$ cat config.mk
export PLATFORM = sky130hd
export DESIGN_NAME = awb_gain_gen
export DESIGN_NICKNAME = d
export VERILOG_FILES = /design/src/rtl/awb_gain_gen_pkg.sv /design/src/rtl/awb_gain_gen_div8.sv /design/src/rtl/awb_gain_gen.sv
export SDC_FILE = /design/constraint.sdc
export NUM_CORES = 1
export LEC_CHECK = 0
export ABC_AREA = 1
export ABC_CLOCK_PERIOD_IN_PS = 2600
export BUFFER_PORTS_ARGS = -buffer_cell sky130_fd_sc_hd__buf_2
export CORE_MARGIN = 5
export CORE_UTILIZATION = 46
export CTS_CLUSTER_SIZE = 20
export DETAILED_ROUTE_END_ITERATION = 10
export GPL_TIMING_DRIVEN = 0
export PLACE_DENSITY = 0.67
export SLEW_MARGIN = 20
export SYNTH_ARGS = -nofsm -noshare
export SYNTH_HDL_FRONTEND = slang
export SYNTH_SLANG_ARGS = --single-unit
$ cat constraint.sdc
create_clock -name clk -period 2.6 [get_ports clk]
set_input_delay 0.78 -clock clk [delete_from_list [all_inputs] [get_ports clk]]
set_output_delay 0.78 -clock clk [all_outputs]
set_load 0.02 [all_outputs]
$ cat src/rtl/awb_gain_gen_pkg.sv
// Shared ISP definitions: channel codes, unity gain and the AWB gain FSM encoding.
// Also used by the white-balance stage that consumes these gains.
package awb_gain_gen_pkg;

   typedef enum logic [1:0] {
      RED   = 2'd0,
      GREEN = 2'd1,
      BLUE  = 2'd2,
      RSVD  = 2'd3
   } color_e;

   localparam logic [7:0] UNITY_GAIN = 8'h10;
   localparam int         DIV_BITS   = 8;

   typedef enum logic [2:0] {
      ACCUM,
      CHK_R,
      DIV_R,
      CHK_B,
      DIV_B,
      PUBLISH
   } awb_state_e;

   // A zero divisor means "no information" and falls back to unity; otherwise the ratio overflowed.
   function automatic logic [7:0] specialGain(input logic divisorZero);
      return divisorZero ? UNITY_GAIN : 8'hFF;
   endfunction

endpackage

$ cat src/rtl/awb_gain_gen_div8.sv
// Restoring divider producing an 8-bit quotient, one bit per cycle, MSB first.
// The caller guarantees dividend < divisor*256 so the quotient fits in 8 bits.
module awb_div8
   import awb_gain_gen_pkg::*;
#(
   parameter int SUM_W = 28
) (
   input  logic             clk,
   input  logic             rst_n,
   input  logic             start_i,
   input  logic [SUM_W+3:0] dividend_i,
   input  logic [SUM_W-1:0] divisor_i,
   output logic [7:0]       quotient_o,
   output logic             done_o
);

   localparam int RW = SUM_W + 8;

   logic [RW-1:0] rem_q, rem_d;
   logic [RW-1:0] dsh_q, dsh_d;
   logic [7:0]    quot_q, quot_d;
   logic [3:0]    cnt_q, cnt_d;
   logic          fits;

   // The divisor starts aligned to quotient bit 7 and walks right one place per iteration.
   always_comb begin
      rem_d  = rem_q;
      dsh_d  = dsh_q;
      quot_d = quot_q;
      cnt_d  = cnt_q;
      fits   = (rem_q >= dsh_q);
      if (start_i) begin
         rem_d  = {4'b0, dividend_i};
         dsh_d  = {1'b0, divisor_i, 7'b0};
         quot_d = '0;
         cnt_d  = 4'(DIV_BITS);
      end else if (cnt_q != 4'd0) begin
         if (fits) begin
            rem_d = rem_q - dsh_q;
         end
         dsh_d  = dsh_q >> 1;
         quot_d = {quot_q[6:0], fits};
         cnt_d  = cnt_q - 4'd1;
      end
   end

   always_ff @(posedge clk or negedge rst_n) begin
      if (!rst_n) begin
         rem_q  <= '0;
         dsh_q  <= '0;
         quot_q <= '0;
         cnt_q  <= '0;
      end else begin
         rem_q  <= rem_d;
         dsh_q  <= dsh_d;
         quot_q <= quot_d;
         cnt_q  <= cnt_d;
      end
   end

   // High in the cycle whose closing edge produces the final quotient bit.
   assign done_o     = (cnt_q == 4'd1);
   assign quotient_o = quot_q;

endmodule

$ cat src/rtl/awb_gain_gen.sv
// Auto-white-balance gain generator: accumulates per-channel frame sums and
// derives Q4.4 red/blue gains relative to green with a shared serial divider.
module awb_gain_gen
   import awb_gain_gen_pkg::*;
#(
   parameter int SUM_W   = 28,
   parameter int G_SHIFT = 1
) (
   input  logic       clk,
   input  logic       rst_n,
   input  logic       valid_i,
   input  logic [1:0] color_i,
   input  logic [7:0] value_i,
   input  logic       eof_i,
   output logic [7:0] k_r_o,
   output logic [7:0] k_g_o,
   output logic [7:0] k_b_o,
   output logic       valid_gain_o,
   output logic       gain_upd_o,
   output logic       busy_o,
   output logic       stat_drop_o
);

   awb_state_e state_q, state_d;

   logic [SUM_W-1:0] sumR_q, sumG_q, sumB_q;
   logic [SUM_W-1:0] sumR_d, sumG_d, sumB_d;
   logic [SUM_W-1:0] sumRNext, sumGNext, sumBNext;
   logic [SUM_W-1:0] gs_q, rs_q, bs_q;
   logic             eofAcc;

   logic [7:0]       rRes_q, bRes_q, kR_q, kB_q;
   logic             rSpec_q, bSpec_q;
   logic             validGain_q, gainUpd_q, statDrop_q;

   logic             divStart, divDone;
   logic [SUM_W-1:0] chkDivisor;
   logic [7:0]       divQuot;
   logic             chkZero, chkSat;

   function automatic logic [SUM_W-1:0] satAdd(input logic [SUM_W-1:0] a, input logic [7:0] v);
      logic [SUM_W:0] s;
      s = {1'b0, a} + {{(SUM_W-7){1'b0}}, v};
      return s[SUM_W] ? {SUM_W{1'b1}} : s[SUM_W-1:0];
   endfunction

   // Accumulate the current sample first so an eof sample is part of its own frame's snapshot.
   always_comb begin
      eofAcc   = valid_i & eof_i;
      sumRNext = sumR_q;
      sumGNext = sumG_q;
      sumBNext = sumB_q;
      if (valid_i && color_i == RED)   sumRNext = satAdd(sumR_q, value_i);
      if (valid_i && color_i == GREEN) sumGNext = satAdd(sumG_q, value_i);
      if (valid_i && color_i == BLUE)  sumBNext = satAdd(sumB_q, value_i);
      sumR_d = eofAcc ? '0 : sumRNext;
      sumG_d = eofAcc ? '0 : sumGNext;
      sumB_d = eofAcc ? '0 : sumBNext;
   end

   always_comb begin
      state_d  = state_q;
      divStart = 1'b0;
      unique case (state_q)
         ACCUM:   if (eofAcc) state_d = CHK_R;
         CHK_R:   begin divStart = 1'b1; state_d = DIV_R; end
         DIV_R:   if (divDone) state_d = CHK_B;
         CHK_B:   begin divStart = 1'b1; state_d = DIV_B; end
         DIV_B:   if (divDone) state_d = PUBLISH;
         PUBLISH: state_d = ACCUM;
         default: state_d = ACCUM;
      endcase
   end

   // Gs*16 >= divisor*256 means the ratio would not fit in Q4.4.
   always_comb begin
      chkDivisor = (state_q == CHK_B) ? bs_q : rs_q;
      chkZero    = (chkDivisor == '0);
      chkSat     = ({4'b0, gs_q, 4'b0} >= {chkDivisor, 8'b0});
   end

   awb_div8 #(.SUM_W(SUM_W)) u_div (
      .clk        (clk),
      .rst_n      (rst_n),
      .start_i    (divStart),
      .dividend_i ({gs_q, 4'b0}),
      .divisor_i  (chkDivisor),
      .quotient_o (divQuot),
      .done_o     (divDone)
   );

   always_ff @(posedge clk or negedge rst_n) begin
      if (!rst_n) begin
         state_q <= ACCUM;
         sumR_q  <= '0;
         sumG_q  <= '0;
         sumB_q  <= '0;
         gs_q    <= '0;
         rs_q    <= '0;
         bs_q    <= '0;
      end else begin
         state_q <= state_d;
         sumR_q  <= sumR_d;
         sumG_q  <= sumG_d;
         sumB_q  <= sumB_d;
         if (eofAcc && state_q == ACCUM) begin
            gs_q <= sumGNext >> G_SHIFT;
            rs_q <= sumRNext;
            bs_q <= sumBNext;
         end
      end
   end

   // The red quotient is parked during CHK_B so both gains are released together in PUBLISH.
   always_ff @(posedge clk or negedge rst_n) begin
      if (!rst_n) begin
         rRes_q      <= UNITY_GAIN;
         bRes_q      <= UNITY_GAIN;
         rSpec_q     <= 1'b0;
         bSpec_q     <= 1'b0;
         kR_q        <= UNITY_GAIN;
         kB_q        <= UNITY_GAIN;
         validGain_q <= 1'b0;
         gainUpd_q   <= 1'b0;
         statDrop_q  <= 1'b0;
      end else begin
         gainUpd_q  <= 1'b0;
         statDrop_q <= eofAcc && (state_q != ACCUM);
         if (state_q == CHK_R) begin
            rSpec_q <= chkZero | chkSat;
            rRes_q  <= specialGain(chkZero);
         end
         if (state_q == CHK_B) begin
            bSpec_q <= chkZero | chkSat;
            bRes_q  <= specialGain(chkZero);
            if (!rSpec_q) rRes_q <= divQuot;
         end
         if (state_q == PUBLISH) begin
            kR_q        <= rRes_q;
            kB_q        <= bSpec_q ? bRes_q : divQuot;
            validGain_q <= 1'b1;
            gainUpd_q   <= 1'b1;
         end
      end
   end

   assign k_r_o        = kR_q;
   assign k_g_o        = UNITY_GAIN;
   assign k_b_o        = kB_q;
   assign valid_gain_o = validGain_q;
   assign gain_upd_o   = gainUpd_q;
   assign busy_o       = (state_q != ACCUM);
   assign stat_drop_o  = statDrop_q;

endmodule

==> run_results.csv <==
group,metric,value,unit
status,outcome,"complete, no violations",
sta,worst_slew_margin_rel,40.39,%
layout,multi_input_area,0.009804,sq mm
setup_path,startpoint,"state_q[2]$_DFFE_PN0P_",
setup_path,arrival,3000,ps
global_routing,gr-total-overflow,0,
layout,fin_nets,2836,
global_routing,track_usage,25.59,%
route,ant_nets,0,
setup_path,r2r_slack,20,ps
die,initial_core_util,46.24,%
layout,antenna_cells,0,
die,die_area,0.04384,sq mm
die,rows,73,
synth,syn_inst,2630,
clocking,cts_tree,"done",
die,die_y,209.4,um
layout,syn2layout_area_growth,14.46,%
setup_path,end_kind,"register",
placement,dp_hpwl,43690,um
route,postRouteWirelength,56760,um
route,routed.top_layer,"met4",
setup_path,cp-start-kind,"register",
synth,synthArstFlopShare,100.0,%
clocking,cts_sinks,283,
layout,num-fill-cells,3857,
clocking,insertion_delay,550,ps
route,drtIter0Drc,1239,
synth,ys.flop_type,"dfrtp_1",
synth,yosys.cell_types.count,49,
placement,place_congestion,0.9910,
setup_path,crit_required,3030,ps
sta,holdWs,106.7,ps
sta,drv_slew,0,
setup_path,critPathTopFamily,"simple AND/OR/NAND/NOR gates",
clocking,clkTransAtPathRegs,60,ps
clocking,h-tree-depth,2,
setup_path,path_class,"register to register",
power_and_ir_drop,ir_worst_vdd,0.0005971,V
route,wl_met3,2914,um
global_routing,antenna_found_initial,0,
global_routing,grt_pass1_wl,90490,um
global_routing,grt_pass1_vias,16860,
synth,yosys-top-cells-count,"nand2_1, inv_1, dfrtp_1",
synth,yosysSeqAreaShare,38.75,%
route,met2WireLength,25700,um
clocking,cts_buffer_depth,3,
clocking,cts_root_buf,"clkbuf_16",
synth,yosys.area.top_type,"dfrtp_1",
flow_run,cap_violations,0,
route,drt-met1-wl,25760,um
route,wl_per_cell,17.30,um
die,coreArea,0.03955,sq mm
setup_path,critical_path.slowest_cell,"dfrtp_2",
synth,synth-edff-count,0,
sta,max_freq,0.3880,GHz
setup_path,crit_buf_inv,2,
route,route.detailed.drc,0,
synth,syn_area,0.01829,sq mm
setup_path,path_max_fanout,10,
synth,synth_top_area_share,38.32,%
synth,synth_area_leaders,"dfrtp_1, nand2_1, inv_1",
clocking,cts_buffers,34,
die,die_x,209.4,um
sta,fin_crit_sh,99.13,%
worst_hold_path,hp-class,"primary input to asynchronous set/reset pin",
sta,hold_violations,0,
placement,portBuffers,33,
route,vias_per_cell,5.341,
sta,grt_setup_unrepaired,"yes",
sta,setup_viol,0,
synth,ys_warn_count,0,
placement,place_area,0.01922,sq mm
layout,drive_gt1_share,9.358,%
layout,fin_area,0.02093,sq mm
die,num_io_pins,42,
power_and_ir_drop,p_per_area,1186,mW/mm^2
setup_path,r2r-start,"state_q[2]$_DFFE_PN0P_",
route,dr.pass1.iters,7,
setup_path,crit_path_frequent_cell,"nand2_1",
route,num_vias,17530,
power_and_ir_drop,p_leak,11.00,nW
synth,synth.avg_cell_area,6.953,sq um
sta,worstMarginPinSlew,894.2,ps
sta,clock_skew,15.34,ps
setup_path,max_stage_delay,420,ps
synth,synth_most_common_cell,"nand2_1",
layout,area.sequential,0.007087,sq mm
synth,yosys_register_bits,283,
setup_path,crit_chain,"buf_4 -> nor2_4 -> nand2_4 -> buf_8 -> o21ai_4 -> ha_4 -> a21o_1 -> a21oi_4 -> nor2_1 -> nand2_1 -> nand2_1 -> nor2_1 -> nand3_2 -> nand2_1 -> nand2_1",
sta,min_period,2577,ps
global_routing,grt_max_degree,100,
==> through the flow <==
stage | power, mW | cells | setup TNS, ps | utilization (%) | setup slack, ps
detailed placement | 19.28 | 3197 | -59950 | 48.61 | -676.3
floorplan | 15.60 | 2636 | 0 | - | 0.6046
global placement | 19.04 | 3194 | -1356610 | 48.37 | -4645
finish | 24.83 | 3282 | 0 | 52.92 | 22.72
CTS | 24.29 | 3259 | 0 | 51.67 | 5.521
global route | 26.92 | 3282 | -141.5 | 52.92 | -68.01
==> power breakdown <==
part | internal [mW] | total (mW) | switching, mW
sequential | 5.60 | 6.31 | 0.705
clock | 2.78 | 4.73 | 1.95
combinational | 4.78 | 13.8 | 9.01
total | 13.2 | 24.8 | 11.7
==> placed cells by master, fill, tap and decap left out, drive strengths merged, types with 12 or more instances in the layout <==
cell type and instances:
nand2 938, inv 350, dfrtp 280, o21ai 195, nor2 184, nand3 175
buf 102, clkbuf 92, a21oi 89, ha 84, nor3 38, nand4 34
o211ai 25, xnor2 24, a31oi 22, nand3b 22, xor2 18, or2 12
==> worst paths after layout <==
check                                  endpoint  cells after the start
min reg2reg                k_b_o[5]$_DFFE_PN0P_                      2
max in group asynchronous  sumG_q[10]$_DFF_PN0_                      3
min in group clk           k_b_o[5]$_DFFE_PN0P_                      2
min                        k_r_o[5]$_DFFE_PN0P_                      1
max reg2reg                 rSpec_q$_DFFE_PN0P_                     15
max                         rSpec_q$_DFFE_PN0P_                     15
==> cells by family after synthesis <==
| logic type | count (synthesis) | synth area share, % |
|---|---|---|
| adder cells (fa/ha/maj) | 88 | 6.185 |
| buffers and inverters | 433 | 9.483 |
| flip-flops | 283 | 38.75 |
| XOR/XNOR | 42 | 2.012 |
| other | 2 | 0.04107 |
| AO/OA/AOI/OAI | 361 | 11.06 |
| AND/OR/NAND/NOR | 1421 | 32.47 |
==> state kept, by name (all words and copies together) (netlist names), 3 cells and up <==
register          count
rs_q                 28
u_div.rem_q          36
u_div.dsh_q          35
u_div.cnt_q           4
k_b_o                 8
bs_q                 28
rRes_q                8
sumB_q               28
sumG_q               28
sumR_q               28
gs_q                 27
k_r_o                 8
state_q               3
u_div.quotient_o      8
==> layout make-up <==
class	count	area share, %
multi-input cells	1920	46.84
flip-flops and latches	283	33.86
inverters	349	6.283
clock buffers	48	4.555
well taps	525	3.138
repair buffers	62	2.391
plain buffers	84	2.278
clock inverters	11	0.6516
==> what timing repair did <==
| action | CTS | global route |
|---|---|---|
| hold buffers | 0 | 0 |
| cloned | 0 | 2 |
| gates resized for setup | 23 | 61 |
| endpoints found under the setup margin | 41 | 93 |
| setup buffers | 3 | 21 |
| pin swaps | 4 | 12 |
==> metal layers <==
metal / vias to the layer above / GRT usage [%]
li1: 8610 / -
met1: 8299 / 35.07
met2: 507 / 41.12
met3: 113 / 3.572
met4: 0 / 10.31
met5: - / 0
No activity file was read; power rests on OpenSTA's default activity.
